**src/rtl/nq_pc_pkg.sv**
```systemverilog
// rtl/nq_pc_pkg.sv - shared types and constants for the PC sequencer
// Purpose: FSM state encoding, PC width/step, default reset/trap vectors and
//          the word-alignment helper used by pc_sequencer and pc_next_sel.
package nq_pc_pkg;

    localparam int               PC_WIDTH             = 32;
    localparam logic [31:0]      PC_STEP              = 32'd4;
    localparam logic [31:0]      DEFAULT_RESET_VECTOR = 32'h0000_0000;
    localparam logic [31:0]      DEFAULT_TRAP_VECTOR  = 32'h0000_0010;

    typedef enum logic [1:0] {
        ST_IDLE     = 2'd0,
        ST_FETCH    = 2'd1,
        ST_HOLD     = 2'd2,
        ST_REDIRECT = 2'd3
    } pc_state_e;

    // Every PC the sequencer ever holds is word aligned.
    function automatic logic [PC_WIDTH-1:0] align_pc(input logic [PC_WIDTH-1:0] addr);
        return {addr[PC_WIDTH-1:2], 2'b00};
    endfunction

endpackage

```
**src/rtl/pc_next_sel.sv**
```systemverilog
// rtl/pc_next_sel.sv - combinational next-PC selector
// Purpose: picks the next PC from the already-qualified events, highest
//          priority first: trap, branch redirect, sequential advance, hold.
// Ports:
//   trap_take_i     trap accepted this cycle (tied low when traps are absent)
//   branch_take_i   branch redirect accepted this cycle
//   advance_i       fetch delivered, step to the next word
//   pc_cur_i        current PC
//   branch_target_i redirect address (low bits dropped)
//   pc_next_o       PC for the next cycle
module pc_next_sel
    import nq_pc_pkg::*;
#(
    parameter logic [PC_WIDTH-1:0] TRAP_VECTOR = DEFAULT_TRAP_VECTOR
) (
    input  logic                trap_take_i,
    input  logic                branch_take_i,
    input  logic                advance_i,
    input  logic [PC_WIDTH-1:0] pc_cur_i,
    input  logic [PC_WIDTH-1:0] branch_target_i,
    output logic [PC_WIDTH-1:0] pc_next_o
);

    always_comb begin
        pc_next_o = pc_cur_i;
        if (trap_take_i) begin
            pc_next_o = align_pc(TRAP_VECTOR);
        end else if (branch_take_i) begin
            pc_next_o = align_pc(branch_target_i);
        end else if (advance_i) begin
            // Plain modulo-2^32 wrap, no overflow indication.
            pc_next_o = pc_cur_i + PC_STEP;
        end
    end

endmodule

```
**src/rtl/pc_sequencer.sv**
```systemverilog
// rtl/pc_sequencer.sv - instruction fetch PC sequencer (IDLE/FETCH/HOLD/REDIRECT)
// Purpose: drives the fetch PC and request, advances on memory ack, holds on
//          stall, redirects on branch (and on trap when PC_SEQUENCER_TRAP_EN
//          is defined, which adds the trap input and epc output).
// Ports:
//   clk, rst        clock, synchronous active-high reset
//   stall           pipeline hold; freezes PC and fetch
//   branch_valid    taken branch this cycle, branch_target is the destination
//   imem_ack        memory accepted/returned the current request
//   imem_req        fetch request for pc_out
//   pc_out          current fetch PC
//   if_valid        instruction at pc_out delivered this cycle
//   flush           younger in-flight instructions are discarded this cycle
//   trap, epc       (PC_SEQUENCER_TRAP_EN) trap request / saved PC
module pc_sequencer
    import nq_pc_pkg::*;
#(
    parameter logic [PC_WIDTH-1:0] RESET_VECTOR = DEFAULT_RESET_VECTOR,
    parameter logic [PC_WIDTH-1:0] TRAP_VECTOR  = DEFAULT_TRAP_VECTOR
) (
    input  logic                clk,
    input  logic                rst,
    input  logic                stall,
    input  logic                branch_valid,
    input  logic [PC_WIDTH-1:0] branch_target,
    input  logic                imem_ack,
`ifdef PC_SEQUENCER_TRAP_EN
    input  logic                trap,
    output logic [PC_WIDTH-1:0] epc,
`endif
    output logic                imem_req,
    output logic [PC_WIDTH-1:0] pc_out,
    output logic                if_valid,
    output logic                flush
);

    pc_state_e             state_q, state_d;
    logic [PC_WIDTH-1:0]   pc_q, pc_d;
    logic                  trap_take;
    logic                  branch_take;
    logic                  advance;

`ifdef PC_SEQUENCER_TRAP_EN
    logic [PC_WIDTH-1:0]   epc_q;
    assign trap_take = trap & ~rst;
    assign epc       = epc_q;
`else
    assign trap_take = 1'b0;
`endif

    // Branches are honoured in every state; trap outranks them.
    assign branch_take = branch_valid & ~rst & ~trap_take;

    // Request depends on state and stall only; the ack never feeds back here.
    assign imem_req = (state_q == ST_FETCH) & ~stall & ~rst;
    assign advance  = imem_req & imem_ack & ~branch_take & ~trap_take;
    assign if_valid = advance;
    assign flush    = trap_take | branch_take;
    assign pc_out   = pc_q;

    pc_next_sel #(
        .TRAP_VECTOR     (TRAP_VECTOR)
    ) u_pc_next_sel (
        .trap_take_i     (trap_take),
        .branch_take_i   (branch_take),
        .advance_i       (advance),
        .pc_cur_i        (pc_q),
        .branch_target_i (branch_target),
        .pc_next_o       (pc_d)
    );

    always_comb begin
        state_d = state_q;
        unique case (state_q)
            ST_IDLE:     state_d = ST_FETCH;
            ST_FETCH:    if (stall) state_d = ST_HOLD;
            ST_HOLD:     if (!stall) state_d = ST_FETCH;
            ST_REDIRECT: state_d = ST_FETCH;
            default:     state_d = ST_IDLE;
        endcase
        if (trap_take || branch_take) begin
            state_d = ST_REDIRECT;
        end
    end

    always_ff @(posedge clk) begin
        if (rst) begin
            state_q <= ST_IDLE;
            pc_q    <= align_pc(RESET_VECTOR);
        end else begin
            state_q <= state_d;
            pc_q    <= pc_d;
        end
    end

`ifdef PC_SEQUENCER_TRAP_EN
    always_ff @(posedge clk) begin
        if (rst) begin
            epc_q <= '0;
        end else if (trap_take) begin
            epc_q <= pc_q;
        end
    end
`endif

endmodule
```
**config.mk**
```make
export PLATFORM = sky130hd
export DESIGN_NAME = pc_sequencer
export DESIGN_NICKNAME = d
export VERILOG_FILES = /design/src/rtl/nq_pc_pkg.sv /design/src/rtl/pc_next_sel.sv /design/src/rtl/pc_sequencer.sv
export SDC_FILE = /design/constraint.sdc
export NUM_CORES = 1
export LEC_CHECK = 0
export ABC_AREA = 1
export CORE_ASPECT_RATIO = 1.5
export CORE_MARGIN = 3
export CORE_UTILIZATION = 50
export DETAILED_ROUTE_END_ITERATION = 7
export DONT_BUFFER_PORTS = 1
export GPL_TIMING_DRIVEN = 1
export PLACE_DENSITY_LB_ADDON = 0.3
export SYNTH_ARGS = -nofsm -noshare
export SYNTH_HDL_FRONTEND = slang
export SYNTH_HIERARCHICAL = 1
export SYNTH_SLANG_ARGS = --single-unit
```
**constraint.sdc**
```tcl
create_clock -name clk -period 1.7 [get_ports clk]
set_input_delay 0.34 -clock clk [delete_from_list [all_inputs] [get_ports clk]]
set_output_delay 0.34 -clock clk [all_outputs]
set_load 0.02 [all_outputs]
```
* After elaboration in Yosys (flattened, before gate mapping)
Index checks and enable logic that the tools add are counted.
Word-level totals: input port bits 37, register bits after elaboration 34, word-level logic and storage cells 28, output and inout bits 35
Cells by class: add/subtract/negate cells 1, bitwise operators 8, reductions and logical operators 5, equality and inequality tests 5, mux-type cells 6
Operators with widths (number):
- $mux 32 | 2
- $add 32x3->32 const B | 1
- $mux 2 | 3
- $ne 3x3->1 const B | 2
- $pmux 2 s3 | 1
- $and 1x1->1 | 5
- $eq 2x2->1 const B | 2
- $reduce_or 2->1 | 2
- $not 1->1 | 3
- $eq 2x1->1 const B | 1
- $logic_not 2->1 | 1
- $reduce_and 2->1 | 1
- $reduce_bool 2->1 | 1

* Depth between registers and ports, before layout
depth in word-level cells 7, depth in mapped cells 17, depth with buffers taken out 16

* Hierarchy
The synthesis kept the hierarchy.
Modules (own cells, without submodules):
- pc_next_sel | sequential area each 0.0 µm², cells an instance 314, instances 1, area each 1433.9 µm²
- pc_sequencer | sequential area each 680.7 µm², cells an instance 121, instances 1, area each 1039.7 µm²

* Least setup slack after synthesis
Ideal clock, no wire load.
kind input to register, start in rst, end reg pc_q[17], in the netlist pc_out[17], library setup time 0.117 ns, data arrival time 2.012 ns, cell stages on the path 16, buffers on the path 1, slack -0.429 ns, required time 1.583 ns, cells stage by stage buf_6 -> nor2_4 -> nand3_2 -> inv_2 -> nand2_2 -> nor2_2 -> nand2_2 -> nor2_4 -> nand2_2 -> nor2_4 -> nand2_2 -> and2_1 -> o21ai_1 -> inv_1 -> inv_1 -> nor2_1
Between the ends: word-level cells in the longest chain between the ends 5, elaborated cells between the ends (all ways) 8, classes of those cells mux (1); bitwise (6); reduce/logical (1)
Ends and longest elaborated chain:
- start, declared | line pc_sequencer.sv:22 | input logic rst,
- $not 1->1 | line pc_sequencer.sv:55 | assign imem_req = (state_q == ST_FETCH) & ~stall & ~rst;
- $and 1x1->1 | line pc_sequencer.sv:55
- net imem_req | line pc_sequencer.sv:31 | output logic imem_req,
- $and 1x1->1 (2 in a row) | line pc_sequencer.sv:56 | assign advance = imem_req & imem_ack & ~branch_take & ~trap_take;
- net if_valid | line pc_sequencer.sv:33 | output logic if_valid,
- $reduce_bool 2->1 (no source line)
- end signal, assigned | line pc_sequencer.sv:89 | pc_q <= align_pc(RESET_VECTOR);
- end signal, assigned | line pc_sequencer.sv:92 | pc_q <= pc_d;
- end, declared | line pc_sequencer.sv:38 | logic [PC_WIDTH-1:0] pc_q, pc_d;
The timed path passes the listed nets, and every way through them passes these cells. A chain may end at the register's enable or synchronous reset.

* Worst setup path in the final report
start reg state_q[1], end reg pc_q[15], in the netlist pc_out[15]
Between the ends: word-level cells in the longest chain between the ends 6
Ends and longest elaborated chain:
- start, declared | line pc_sequencer.sv:37 | pc_state_e state_q, state_d;
- start signal, assigned | line pc_sequencer.sv:91 | state_q <= state_d;
- $eq 2x1->1 | line pc_sequencer.sv:55
- $and 1x1->1 (2 in a row) | line pc_sequencer.sv:55
- $and 1x1->1 (2 in a row) | line pc_sequencer.sv:56
- $reduce_bool 2->1 (no source line)
No other way between the ends.

==> reports/metrics.csv <==
stage,metric,value,unit
outcome,outcome,"finished, violations left",
outcome,violations,setup timing,
placement,placed_cells_incl_taps,536,
floorplanning,initial_utilization,53.1,%
global_route,antenna_found_initial,0,
hold_path,hp-class,in2reg,
synth,synth_top_area_share,27.5,%
synth,synth-xor-area-share,0,%
global_route,grt_pass1_wl,11000,um
clocking,htreeDepth,2,
final_layout,final_cells,553,
floorplanning,die_area,0.00584,mm2
sta,hold_viol_final,0,
synth,ys_seq_area_share,27.5,%
synth,synthSimpleGateAreaFrac,46.0,%
final_layout,fin_nets,526,
route,wl_per_cell,12.0,um
synth,ys.flop_type,dfxtp_1,
floorplanning,io_pins,72,
floorplanning,core_area,0.00465,mm2
route,wirelength,6640,um
worst_setup_path,startpoint_type,register,
synth,syn_avg_cell_area,5.69,um2
route,vias_per_cell,4.77,
placement,pre_cts_ws,-0.144,ns
final_layout,regArea,682,um2
final_layout,multi_input_area,0.00146,mm2
clocking,numCtsBuffers,5,
route,drtIter0Drc,97,
final_layout,fillCellCount,464,
synth,async_flop_share,0,%
power_and_ir_drop,vdd_ir_drop_max,0.525,mV
synth,synth_area_leaders,"dfxtp_1, nand2_1, inv_1",
final_layout,drive_above_1_share,19.2,%
sta,period_minus_slack,1.83,ns
synth,synth_compound_area_share,9.46,%
sta,grt_setup_unrepaired,true,
sta,fin_crit_sh,108,%
clocking,clk_latency,0.29,ns
clocking,cts_num_sinks,34,
global_route,grt_pass1_vias,2563,
global_route,grt_overflow_total,0,
clocking,clockRootBuffer,clkbuf_8,
sta,clock.fmax,0.545,GHz
placement,io_buffers,0,
sta,tns,-0.628,ns
route,firstDrtPassIters,4,
power_and_ir_drop,p_leak,1.52,nW
power_and_ir_drop,powerDensity,622,mW/mm2
clocking,cts_tree,built,
synth,synth_area,0.00247,mm2
synth,synth.ff_latch_count,34,
placement,hpwl,4930,um
worst_setup_path,path_cells,inv_2 -> nand3_2 -> inv_4 -> nand2_4 -> nor2_4 -> nand2_2 -> nor2_4 -> nand3_2 -> nor2_4 -> buf_4 -> buf_4 -> o21ai_1 -> nand2_1 -> inv_1 -> inv_1 -> nor2_1,
worst_setup_path,path_common_cell,nor2_4,
worst_setup_path,critPathSlowestCell,dfxtp_2,
sta,drv_slew,0,
worst_setup_path,crit_arrival,2.03,ns
synth,netlist_instances,435,
job,max-cap-violations,0,
synth,synthMuxAreaShare,0,%
synth,synth_edf_count,0,
synth,ys_warn_count,6,
placement,gp_congestion,0.876,
route,ant_nets,0,
route,vias,2638,
worst_setup_path,crit_required,1.89,ns
floorplanning,die_h,92.1,um
worst_setup_path,cp_slowest_stage_delay,0.33,ns
worst_setup_path,cp_max_fo,7,
sta,finalSetupViolations,13,
synth,yosysTopAreaCell,dfxtp_1,
floorplanning,die_x,63.4,um
final_layout,area_growth,24.8,%
clocking,clkTransAtPathRegs,0.07,ns
synth,yosysUniqueCellTypes,28,
synth,synth_most_common_cell,nand2_1,
global_route,grt_usage,23.2,%
clocking,ctsLongestPathBuffers,2,
route,drc,0,
sta,finalWorstSetupSlack,-0.134,ns
final_layout,num_antenna_cells,0,
worst_setup_path,end_kind,register,
synth,ys_top_cells_by_count,"nand2_1, inv_1, nor2_1",
global_route,grt_max_degree,37,
sta,fin_worst_skew,0.00773,ns
synth,synthAdderAreaFrac,0.506,%
worst_setup_path,worstSetupPathType,reg2reg,
synth,synth_top_family_by_area,simple AND/OR/NAND/NOR gates,
floorplanning,rows,30,
## worst max-delay path: cells and delay by family, from the launching register on
family,cells,cell delay (ns)
flip-flops,1,0.33
buffers and inverters,6,0.44
AO/OA/AOI/OAI,1,0.07
AND/OR/NAND/NOR,9,0.87
## registers in the layout (all words and copies together), names as in the netlist
signal	flops
state_q	2
pc_out	32
## cell usage in the layout (no fill, tap or decap), types with 2 or more instances in the layout
master	n
nand4_1	7
nand2_2	5
conb_1	4
inv_1	89
nor3_1	4
nand3b_1	7
nand2_1	116
a21oi_1	11
nor2_1	66
nand3_2	6
nor2_4	9
o21ai_1	11
nor2_2	4
o211ai_1	4
dfxtp_1	33
nand3_1	24
buf_4	54
a21boi_0	2
o21ai_0	12
clkbuf_1	2
clkbuf_8	5
## logic make-up (layout without fill, tap and decap cells)
| logic type | Yosys count | after routing |
|---|---|---|
| AO/OA/AOI/OAI | 43 | 43 |
| adder cells (fa/ha/maj) | 1 | 1 |
| buffers and inverters | 104 | 155 |
| flip-flops | 34 | 34 |
| other | 1 | 4 |
| AND/OR/NAND/NOR | 252 | 252 |
## routing by layer
layer	vias to the layer above	share of wire, %	global-route usage [%]
met2	49	54	45.9
met3	8	5.0	4.29
met4	0	1.2	8.29
met5	-	0	0
li1	1421	-	-
met1	1160	40	23.4
## timing repair
item,CTS,global route
setup endpoints to repair,14,26
pin swaps,10,9
buffers inserted,6,3
gates resized for setup,6,13
hold buffers,0,0
endpoints found under the hold margin,0,0
## through the flow
| stage | utilization, % | power (W) | area (um2) | hold WS [ns] |
|---|---|---|---|---|
| 3_3_place_gp | 61.7 | 0.00118 | 2870 | 0.413 |
| 2_1_floorplan | - | 0.00111 | 2510 | 0.480 |
| 3_5_place_dp | 61.7 | 0.00119 | 2870 | 0.413 |
| 5_1_grt | 66.3 | 0.00202 | 3090 | 0.0981 |
| 4_1_cts | 65.2 | 0.00193 | 3030 | 0.102 |
| 6_report | 66.3 | 0.00192 | 3090 | 0.108 |
## power by group
part	switching, W	internal (W)	leakage [nW]
Sequential	0.0000317	0.000830	0.278
Clock	0.000295	0.000439	0.0524
Combinational	0.000198	0.000128	1.19
## worst paths after layout
check | startpoint | to | slack [ns] | cells past startpoint
max | state_q[1]$_SDFFE_PP0P_ | pc_out[15]$_SDFF_PP0_ | -0.13 | 16
min | rst | state_q[1]$_SDFFE_PP0P_ | 0.11 | 1
max reg2reg | state_q[1]$_SDFFE_PP0P_ | pc_out[15]$_SDFF_PP0_ | -0.13 | 16
min reg2reg | state_q[1]$_SDFFE_PP0P_ | state_q[1]$_SDFFE_PP0P_ | 0.58 | 4
## final cells by class
cell class / count / share of cell area [%]
timing repair buffer: 55 / 13.5
clock buffer: 7 / 2.47
tap: 64 / 2.59
inverter: 92 / 11.3
multi-input combinational: 300 / 47.1
sequential: 34 / 22.1
clock inverter: 1 / 0.972
(Power assumes the default switching activity.)
